**src/rtl/frac_clk_gen.sv**
```systemverilog
// Multi-channel phase-accumulator clock generator.
// Each channel retunes only on its own carry, so outputs never emit runt pulses.
module frac_clk_gen #(
   parameter int CHANNELS = 2,
   parameter int ACC_W    = 10,
   parameter int INC_RST0 = 179,
   parameter int INC_RST1 = 256,
   parameter int CW       = (CHANNELS > 1) ? $clog2(CHANNELS) : 1
) (
   input  logic                clk,
   input  logic                reset,
   input  logic                wr_inc,
   input  logic                wr_en,
   input  logic [CW-1:0]       wr_ch,
   input  logic [ACC_W-1:0]    wdata,
   input  logic [CW-1:0]       rd_ch,
   output logic [ACC_W+1:0]    rdata,
   output logic [CHANNELS-1:0] clk_out,
   output logic [CHANNELS-1:0] tick
);

   logic [ACC_W+1:0] ch_rd [CHANNELS];
   logic [ACC_W+1:0] rd_nxt;

   for (genvar n = 0; n < CHANNELS; n++) begin : g_ch
      localparam logic [ACC_W-1:0] INC_RST =
         (n == 0) ? ACC_W'(INC_RST0) :
         (n == 1) ? ACC_W'(INC_RST1) : '0;

      logic [ACC_W-1:0] acc;
      logic [ACC_W-1:0] inc_act;
      logic [ACC_W-1:0] inc_pend;
      logic             pend_valid;
      logic             en;
      logic             tick_q;
      logic             sel;
      logic             load;
      logic             en_nxt;
      logic [ACC_W:0]   sum;

      assign sel    = (wr_ch == CW'(n));
      assign load   = sel & wr_inc;
      // a same-cycle enable write decides how a load is treated
      assign en_nxt = (sel & wr_en) ? wdata[0] : en;
      assign sum    = {1'b0, acc} + {1'b0, inc_act};

      always_ff @(posedge clk) begin
         if (reset) begin
            acc        <= '0;
            inc_act    <= INC_RST;
            inc_pend   <= '0;
            pend_valid <= 1'b0;
            en         <= 1'b1;
            tick_q     <= 1'b0;
         end else if (!en_nxt) begin
            acc        <= '0;
            tick_q     <= 1'b0;
            en         <= 1'b0;
            pend_valid <= 1'b0;
            if (load)
               inc_act <= wdata;
            else if (pend_valid)
               inc_act <= inc_pend;
         end else if (!en) begin
            acc    <= '0;
            tick_q <= 1'b0;
            en     <= 1'b1;
            if (load) begin
               inc_pend   <= wdata;
               pend_valid <= 1'b1;
            end
         end else begin
            acc    <= sum[ACC_W-1:0];
            tick_q <= sum[ACC_W];
            // promotion at the wrap; the wrapping add used the old value
            if (sum[ACC_W] && pend_valid)
               inc_act <= inc_pend;
            if (load) begin
               inc_pend   <= wdata;
               pend_valid <= 1'b1;
            end else if (sum[ACC_W]) begin
               pend_valid <= 1'b0;
            end
         end
      end

      assign clk_out[n] = acc[ACC_W-1];
      assign tick[n]    = tick_q;
      assign ch_rd[n]   = {pend_valid, en, inc_act};
   end

   always_comb begin
      rd_nxt = '0;
      for (int n = 0; n < CHANNELS; n++)
         if (rd_ch == CW'(n))
            rd_nxt = ch_rd[n];
   end

   always_ff @(posedge clk) begin
      if (reset)
         rdata <= '0;
      else
         rdata <= rd_nxt;
   end

endmodule

```
**config.mk**
```make
export PLATFORM = sky130hd
export DESIGN_NAME = frac_clk_gen
export DESIGN_NICKNAME = d
export VERILOG_FILES = /design/src/rtl/frac_clk_gen.sv
export SDC_FILE = /design/constraint.sdc
export NUM_CORES = 1
export LEC_CHECK = 0
export CAP_MARGIN = 40
export CORE_ASPECT_RATIO = 1.5
export CORE_MARGIN = 2
export CORE_UTILIZATION = 60
export DETAILED_ROUTE_END_ITERATION = 10
export DONT_BUFFER_PORTS = 1
export PLACE_DENSITY = 0.86
export SETUP_SLACK_MARGIN = 0.2
export SYNTH_ARGS = -nofsm -noshare
export SYNTH_HDL_FRONTEND = slang
export SYNTH_SLANG_ARGS = --single-unit
```
**constraint.sdc**
```tcl
create_clock -name clk -period 3.4 [get_ports clk]
set_input_delay 0.68 -clock clk [delete_from_list [all_inputs] [get_ports clk]]
set_output_delay 0.68 -clock clk [all_outputs]
set_load 0.01 [all_outputs]
```
==> impl_metrics.yaml <==
outcome:
  outcome: "finished, final reports clean"
setup_path:
  cp-endpoint: "g_ch[0].inc_act[6]"
  worstSetupPathType: "flip-flop to flip-flop"
  setup.worst_path.end_class: "flip-flop"
  rrSetupSlack_ns: 0.52
  worstPathMaxFanout: 10
  timing.rr.end: "g_ch[0].inc_act[6]"
  cp.required_ns: 3.65
  cp_data_arrival_time_ns: 3.13
  start_kind: "flip-flop"
  r2r-start: "g_ch[0].inc_act[0]"
  ff2ff_path_depth: 8
  startpoint: "g_ch[0].inc_act[0]"
global_route:
  grtUsageTotal: 0.245
  grt_pass1_wl_um: 12600
  grt-ovfl-total: 0
  grt_pass1_vias: 2689
  antenna_found_initial: 0
  grt_max_degree: 75
clocking:
  cts.reportedPaths.clkPinSlew_ns: 0.08
  post_cts_resized: 0
  numCtsBuffers: 9
  clockBufferDepth: 2
  cts.sinks: 78
  postCtsHoldBufs: 0
  insertion_delay_ns: 0.36
  cts_tree: "yes"
  cts_setup_buffers: 0
  root_buffer: "clkbuf_8"
  htreeDepth: 3
cells_and_area:
  fin_nets: 432
  fillers: 488
  post-route-util: 0.654
  drive_gt1_frac: 0.0752
  n_antenna_cell: 0
  area_delta_synth_final_pct: 6.10
synth:
  synth_edf_count: 0
  synth_cells: 401
  synth_largest_area_cell: "dfxtp_1"
  ys_ff_latch: 78
  synth_warnings: 0
  syn_area_per_cell_um2: 9.36
  yosysTopAreaCellShare: 0.416
  netlist_area_mm2: 0.00375
  synth.yosys.seq_area_share: 0.416
  synthMostInstantiatedCell: "dfxtp_1"
  synth.net_count: 439
  yosys-top-cells-area: "dfxtp_1 (42%), mux2i_1 (12%), nor2_1 (7.7%)"
  synth_flop_cell: "dfxtp_1"
  yosysUniqueCellTypes: 48
  synth_commonest_cells: "dfxtp_1 (78), nor2_1 (77), mux2i_1 (45)"
  synthArstFlopShare: 0
timing:
  finalMaxSlewViolations: 0
  max_freq_mhz: 347
  slew_headroom: 0.552
  setup_viol: 0
  whs_ns: 0.382
  grt_setup_unrepaired: "false"
  min_period_ns: 2.88
  worst_pin_slew_ns: 0.671
  hold_viol: 0
  fin_crit_sh: 0.848
  fin_ws_ns: 0.516
  setup_tns_ns: 0
  finClkSkew_ns: 0.00919
floorplan:
  fp-row-count: 35
  io_pins: 32
  die_y_um: 101
  initial_core_util: 0.617
  die-area_mm2: 0.00692
  dieWidth_um: 68.6
  core_mm2: 0.00609
drt:
  drc: 0
  drt_iter0_markers: 141
  wl_per_cell_um: 16.0
  drt_pass1_iterations: 4
  ant_nets: 0
  dr_total_vias: 2747
  viasPerCell: 5.81
  drt-total-wl_um: 7560
hold_path:
  hold_path_class: "input port to flip-flop"
  worstHoldStart: "reset"
placement:
  port-buffer-count: 0
  dp_slack_ns: 0.518
  dp_hpwl_um: 5590
  place.gp.congestion: 0.906
power:
  leakagePower_nw: 1.73
  power_density_mw_per_mm2: 499
  fin_total_pwr_mw: 1.99
  peakVddDrop_v: 0.000337
job:
  drv_cap: 0
-- final cells by class --
type / instances / area (um^2) / share of cell area
multi-input cells: 298 / 2070 / 0.521
inverters: 5 / 18.8 / 0.00471
well taps: 74 / 92.6 / 0.0232
repair buffers: 2 / 15.0 / 0.00377
clock buffers: 10 / 128 / 0.0320
clock inverters: 6 / 93.8 / 0.0236
flip-flops and latches: 78 / 1560 / 0.392
-- through the flow --
step                      area (um^2)  instances
after floorplan                  3750        401
after global placement           3760        457
after detailed placement         3760        457
after CTS                        3980        473
after global routing             3980        473
final                            3980        473
-- state kept, by name (all words and copies together), names as in the netlist --
register / cells
g_ch.pend_valid: 2
g_ch.inc_pend: 20
g_ch.tick_q: 2
g_ch.inc_act: 20
rdata: 12
g_ch.acc: 20
g_ch.en: 2
-- routing by layer --
metal,GRT usage,part of all wire
met1,0.289,0.42
met2,0.404,0.51
met3,0.0682,0.040
met4,0.109,0.023
met5,0,0
-- power breakdown --
part	switching (mW)	leakage, nW	internal, mW
Sequential	0.0323	0.636	0.959
Combinational	0.118	0.983	0.108
Clock	0.352	0.107	0.420
-- cell families (layout without fill, tap and decap cells) --
kind of cell,count (synthesis),after routing,share of synthesized area
AND/OR/NAND/NOR,144,144,0.179
adder cells (fa/ha/maj),22,22,0.0773
XOR/XNOR,12,12,0.0280
flip-flops,78,78,0.416
AO/OA/AOI/OAI,65,65,0.113
buffers and inverters,25,23,0.0317
multiplexers,55,55,0.155
-- worst min-delay path by stage --
stage | end | slack, ns | cells past startpoint
detailed placement | g_ch[1].inc_pend[3] | 0.48 | 2
CTS | g_ch[0].inc_pend[6] | 0.37 | 1
global route | g_ch[1].inc_pend[3] | 0.36 | 1
floorplan | g_ch[1].inc_pend[1] | 0.45 | 2
global placement | g_ch[1].inc_pend[7] | 0.46 | 2
finish | g_ch[1].inc_pend[3] | 0.38 | 1
-- cell usage in the layout, fill, tap and decap left out, drive strengths merged, types with 2 or more instances in the layout --
master	netlist	routed
a311oi	2	2
mux2	10	10
nor3	4	4
nor3b	2	2
mux2i	45	45
ha	20	20
nand2b	15	15
nand2	17	17
o21ai	8	8
o32ai	8	8
buf	11	2
nor2	78	78
a21o	3	3
a31oi	2	2
a21oi	25	25
xor2	5	5
a21boi	2	2
xnor2	7	7
dfxtp	78	78
bufinv	0	2
nor2b	9	9
a211oi	2	2
and3	12	12
inv	5	7
fa	2	2
o21a	5	5
nand4	2	2
o22ai	2	2
clkbuf	9	10
nand3	2	2
-- critical path, stage by stage, from the launching register on --
cell,delay (ns)
dfxtp_1,0.33
ha_1,0.21
fa_1,0.41
a21oi_1,0.18
nor2b_2,0.07
a311oi_1,0.42
o31a_1,0.26
a221o_1,0.54
mux2_4,0.35
Power figures use the tool's default switching activity.
